File: config.mk
export PLATFORM = sky130hd
export DESIGN_NAME = sram_rr_arb2
export DESIGN_NICKNAME = d
export VERILOG_FILES = /design/src/rtl/sram_rr_arb2.sv
export SDC_FILE = /design/constraint.sdc
export NUM_CORES = 1
export LEC_CHECK = 0
export CORE_AREA = 2 2 169 171
export CTS_CLUSTER_SIZE = 25
export DETAILED_ROUTE_END_ITERATION = 8
export DIE_AREA = 0 0 171 173
export MAX_ROUTING_LAYER = met4
export PLACE_DENSITY = 0.51
export SETUP_SLACK_MARGIN = 0.3
export SLEW_MARGIN = 0
export SYNTH_ARGS = -nofsm -noshare
export SYNTH_HDL_FRONTEND = slang
export SYNTH_SLANG_ARGS = --single-unit
File: constraint.sdc
create_clock -name clk -period 3.6 [get_ports clk]
set_input_delay 1.08 -clock clk [delete_from_list [all_inputs] [get_ports clk]]
set_output_delay 1.08 -clock clk [all_outputs]
set_load 0.02 [all_outputs]
File: src/rtl/sram_rr_arb2.sv
// Two-requester round-robin arbiter in front of one single-port SRAM.
// Each requester has a valid/ready handshake and can lock the SRAM for a
// burst of up to BURST_MAX beats. Read data returns to the requester that
// issued the read, one cycle after the access.
module sram_rr_arb2 #(
  parameter int WIDTH     = 64,
  parameter int ADDR_W    = 11,
  parameter int BURST_MAX = 16
) (
  input  logic              clk,
  input  logic              reset,
  input  logic              req0_valid,
  output logic              req0_ready,
  input  logic              req0_wr,
  input  logic              req0_lock,
  input  logic [ADDR_W-1:0] req0_addr,
  input  logic [WIDTH-1:0]  req0_wdata,
  input  logic              req1_valid,
  output logic              req1_ready,
  input  logic              req1_wr,
  input  logic              req1_lock,
  input  logic [ADDR_W-1:0] req1_addr,
  input  logic [WIDTH-1:0]  req1_wdata,
  output logic              rd0_valid,
  output logic [WIDTH-1:0]  rd0_data,
  output logic              rd1_valid,
  output logic [WIDTH-1:0]  rd1_data,
  output logic              sram_CEN,
  output logic              sram_WEN,
  output logic [ADDR_W-1:0] sram_A,
  output logic [WIDTH-1:0]  sram_D,
  input  logic [WIDTH-1:0]  sram_Q
);

  localparam int CNT_W    = $clog2(BURST_MAX + 1);
  // A one-beat burst limit makes locking meaningless, so lock is ignored then.
  localparam bit CAN_LOCK = (BURST_MAX > 1);

  typedef enum logic [1:0] {
    IDLE  = 2'd0,
    LOCK0 = 2'd1,
    LOCK1 = 2'd2
  } state_t;

  state_t             state_reg;
  logic               rr_ptr_reg;
  logic [CNT_W-1:0]   beat_cnt_reg;
  logic [1:0]         rd_pend_reg;

  logic [1:0]         valid;
  logic [1:0]         wr;
  logic [1:0]         grant;
  logic               accept;
  logic               sel;
  logic               sel_wr;
  logic               sel_lock;
  logic [ADDR_W-1:0]  sel_addr;
  logic [WIDTH-1:0]   sel_wdata;
  logic               lock_owner;
  logic               owner_valid;
  logic               owner_lock;
  logic [CNT_W-1:0]   beat_cnt_next;

  assign valid = {req1_valid, req0_valid};
  assign wr    = {req1_wr, req0_wr};

  // Grant depends only on valid, state and rr_ptr; reset masks everything.
  always_comb begin
    grant = 2'b00;
    if (!reset) begin
      case (state_reg)
        IDLE: begin
          grant[0] = valid[0] & (~valid[1] | ~rr_ptr_reg);
          grant[1] = valid[1] & (~valid[0] |  rr_ptr_reg);
        end
        LOCK0:   grant[0] = valid[0];
        LOCK1:   grant[1] = valid[1];
        default: grant = 2'b00;
      endcase
    end
  end

  assign accept    = |grant;
  assign sel       = grant[1];
  assign sel_wr    = sel ? req1_wr    : req0_wr;
  assign sel_lock  = sel ? req1_lock  : req0_lock;
  assign sel_addr  = sel ? req1_addr  : req0_addr;
  assign sel_wdata = sel ? req1_wdata : req0_wdata;

  assign req0_ready = grant[0];
  assign req1_ready = grant[1];

  // The accepted beat goes straight to the SRAM pins in the same cycle.
  assign sram_CEN = ~accept;
  assign sram_WEN = accept ? ~sel_wr : 1'b1;
  assign sram_A   = accept ? sel_addr  : '0;
  assign sram_D   = accept ? sel_wdata : '0;

  // Pending reads surface one cycle later; a reset cycle swallows them.
  assign rd0_valid = rd_pend_reg[0] & ~reset;
  assign rd1_valid = rd_pend_reg[1] & ~reset;
  assign rd0_data  = sram_Q;
  assign rd1_data  = sram_Q;

  assign lock_owner    = (state_reg == LOCK1);
  assign owner_valid   = lock_owner ? req1_valid : req0_valid;
  assign owner_lock    = lock_owner ? req1_lock  : req0_lock;
  assign beat_cnt_next = beat_cnt_reg + CNT_W'(1);

  // Arbitration state: lock tracking, burst counting, fairness pointer, read pipeline.
  always_ff @(posedge clk) begin
    if (reset) begin
      state_reg    <= IDLE;
      rr_ptr_reg   <= 1'b0;
      beat_cnt_reg <= '0;
      rd_pend_reg  <= 2'b00;
    end else begin
      rd_pend_reg <= grant & ~wr;
      case (state_reg)
        IDLE: begin
          if (accept) begin
            if (sel == rr_ptr_reg) rr_ptr_reg <= ~sel;
            if (sel_lock && CAN_LOCK) begin
              state_reg    <= sel ? LOCK1 : LOCK0;
              beat_cnt_reg <= CNT_W'(1);
            end
          end
        end
        LOCK0, LOCK1: begin
          // Owner idle for a cycle, lock released, or burst cap reached: end the lock
          // and favour the other requester next.
          if (!owner_valid || !owner_lock || beat_cnt_next == CNT_W'(BURST_MAX)) begin
            state_reg    <= IDLE;
            beat_cnt_reg <= '0;
            rr_ptr_reg   <= ~lock_owner;
          end else begin
            beat_cnt_reg <= beat_cnt_next;
          end
        end
        default: begin
          state_reg    <= IDLE;
          beat_cnt_reg <= '0;
        end
      endcase
    end
  end

endmodule

==> flow_metrics.tcl, run 1 <==
set metrics [dict create \
    post-route-util 0.205 \
    vdd_drop_max_uv 114 \
    required_ps 2520 \
    hold_class "reg2reg" \
    cpMaxStageDelayCell "or3_4" \
    grt_pass1_wl_um 20200 \
    hold_buffers 0 \
    rsz0062_at_grt "yes" \
    largest_reg_flops 5 \
    setup_viol 12 \
    gp_congestion 0.778 \
    core_area_mm2 0.0276 \
    fin_area_mm2 0.00566 \
    slew_viol_final 0 \
    synth_most_common_cell "buf_4" \
    finalPower_mw 2.29 \
    die_x_um 171 \
    synth_top_area_frac 0.387 \
    path_delay_family "buffers and inverters" \
    cp_slowest_stage_delay_ps 390 \
    path_cells "buf_6 -> nand2b_4 -> or3_4 -> clkinv_4 -> nor2_4 -> buf_12 -> buf_12 -> buf_16 -> a22o_4 -> buf_6" \
    antenna_found_initial 0 \
    drv_cap 0 \
    die_area_mm2 0.0296 \
    yosys.cell_types.count 46 \
    grt_max_degree 16 \
    synth_warnings 0 \
    grt_pass1_vias 3085 \
    hold_violations 0 \
    drc_errors 0 \
    synth_nets 540 \
    synth_top_flop_cell "dfxtp_1" \
    cts.htree.levels 1 \
    worst_slack_ps -60.6 \
    io_pins 431 \
    worst_slew_pin_slew_ps 611 \
    rows 61 \
    seq_area_frac_synth 0.0805 \
    insertion_delay_ps 240 \
    clock_path_buffers 2 \
    totalWireLength_um 14600 \
    period_minus_slack_ps 3660 \
    cp_max_fo 7 \
    post_drt_wl_per_cell_um 17.3 \
    numPortBuffers 238 \
    timing.critical_path.from_type "input port" \
    critPathCaptureType "output port" \
    path_class "in2out" \
    crit_buf_inv 6 \
    root_buffer "clkbuf_16" \
    cts_made_buffers 3 \
    holdWs_ps 500 \
    yosys-top-cells-area "buf_4 (39%), a22o_1 (26%), dfxtp_1 (8.1%)" \
    dpl-instance-area_mm2 0.00488 \
    syn_area_mm2 0.00249 \
    fmax_mhz 273 \
    antenna_cells 0 \
    p_per_area_mw_per_mm2 405 \
    slew_headroom 0.590 \
    synth_edf_count 0 \
    syn-instance-count 312 \
    dieHeight_um 173 \
    synth_seq_cells 10 \
    status "finished, violations left" \
    arrival_ps 2580 \
    violations "negative setup slack" \
    yosys-top-cells-count "buf_4 (128), a22o_1 (75), buf_2 (12), dfxtp_1 (10), nor2_1 (8)" \
    via_count 2863 \
    hpwl_um 10700 \
    postRouteAntennaNets 0 \
    grt_usage 0.0946 \
    cts_tree "done" \
    drt_iter0_markers 109 \
    drive_above_1_share 0.428 \
    cts_sinks 10 \
    syn_area_per_cell_um2 7.97 \
    grt.overflow.total 0 \
    clk_pin_slew_ps 40 \
    area_growth_pct 128 \
    synth_top_cell_by_area "buf_4" \
    initial_core_util 0.0900 \
    skew_ps 2.69 \
    ys_async_sr_fraction 0 \
    period_share 1.02 \
    finalSetupTns_ps -431 \
    via_per_inst 3.39 \
    power_leakage_nw 2.38 \
    drt_pass1_iterations 4 \
    nNetsFinal 696 \
]
==> path summary, 6_finish.rpt <==
kind / depth (start not counted) / end / start / slack (ps)
max: 10 / sram_D[32] / reset / -60
min: 2 / beat_cnt_reg[1] / beat_cnt_reg[1] / 500
max reg2reg: 14 / beat_cnt_reg[0] / state_reg[1] / 1120
min reg2reg: 2 / beat_cnt_reg[1] / beat_cnt_reg[1] / 500
==> cell families (layout without fill, tap and decap cells) <==
group           after synthesis  count (layout)  share of synthesized area
xor+xnor                      2               2                    0.00705
fa+ha+maj                     6               6                     0.0302
flops                        10              10                     0.0805
buf+inv                     154             309                      0.447
compound gates              103             103                      0.354
simple gates                 37              37                     0.0810
==> worst min-delay path, cell delays in order (launching register included) <==
cell and delay (ps):
dfxtp_1 330, nand2_1 70, a21oi_1 50
==> layout by cell type, fill, tap and decap left out, types with 6 or more instances in the layout <==
cell             netlist  routed
a22o_1                75      35
a22o_4                 0      40
buf_12                 0      11
buf_16                 0      12
buf_4                128      48
buf_6                  5      65
clkdlybuf4s50_1        0     154
dfxtp_1               10      10
ha_1                   6       6
inv_1                  6       6
nand2_1                6       6
nand3_1                6       6
nor2_1                 8       7
==> final cells by class <==
cell class | instances | area, µm²
flip-flops and latches | 10 | 200
fillers | 3099 | 22000
inverters | 8 | 40.0
clock buffers | 4 | 88.8
multi-input cells | 148 | 1570
repair buffers | 297 | 3290
well taps | 378 | 473
==> per-stage QoR <==
step	setup WS (ps)	instances
floorplan	176	312
global placement	-969	810
detailed placement	-940	810
CTS	-92.2	840
global route	-104	845
finish	-60.6	845
==> per-layer routing <==
layer | up-vias | GRT usage | part of all wire
met5 | - | - | 0
met4 | 0 | 0.0297 | 0.030
met3 | 54 | 0.0243 | 0.081
met2 | 202 | 0.149 | 0.47
met1 | 1281 | 0.118 | 0.42
li1 | 1326 | - | -
==> power breakdown <==
| group | switching, mW | total [mW] | internal (mW) | leakage (nW) |
|---|---|---|---|---|
| sequential | 0.0179 | 0.149 | 0.131 | 0.0816 |
| combinational | 0.836 | 1.91 | 1.08 | 2.25 |
| clock | 0.0607 | 0.229 | 0.168 | 0.0442 |
| total | 0.915 | 2.29 | 1.38 | 2.38 |
==> what timing repair did <==
action / 4_1_cts / 5_1_grt
setup buffers: 16 / 3
gates resized for setup: 447 / 12
gates cloned: 10 / 2
pin swaps: 20 / 13
endpoints found under the setup margin: 81 / 79
Power figures use the tool's default switching activity.
==> run 2: changes to the inputs <==
--- a/config.mk
+++ b/config.mk
@@ -9,6 +9,7 @@
 export CTS_CLUSTER_SIZE = 25
 export DETAILED_ROUTE_END_ITERATION = 8
 export DIE_AREA = 0 0 171 173
+export GPL_ROUTABILITY_DRIVEN = 0
 export MAX_ROUTING_LAYER = met4
 export PLACE_DENSITY = 0.51
 export SETUP_SLACK_MARGIN = 0.3
==> results of run 2 <==
The final DEF is identical to that of run 1; final timing and power are the same.
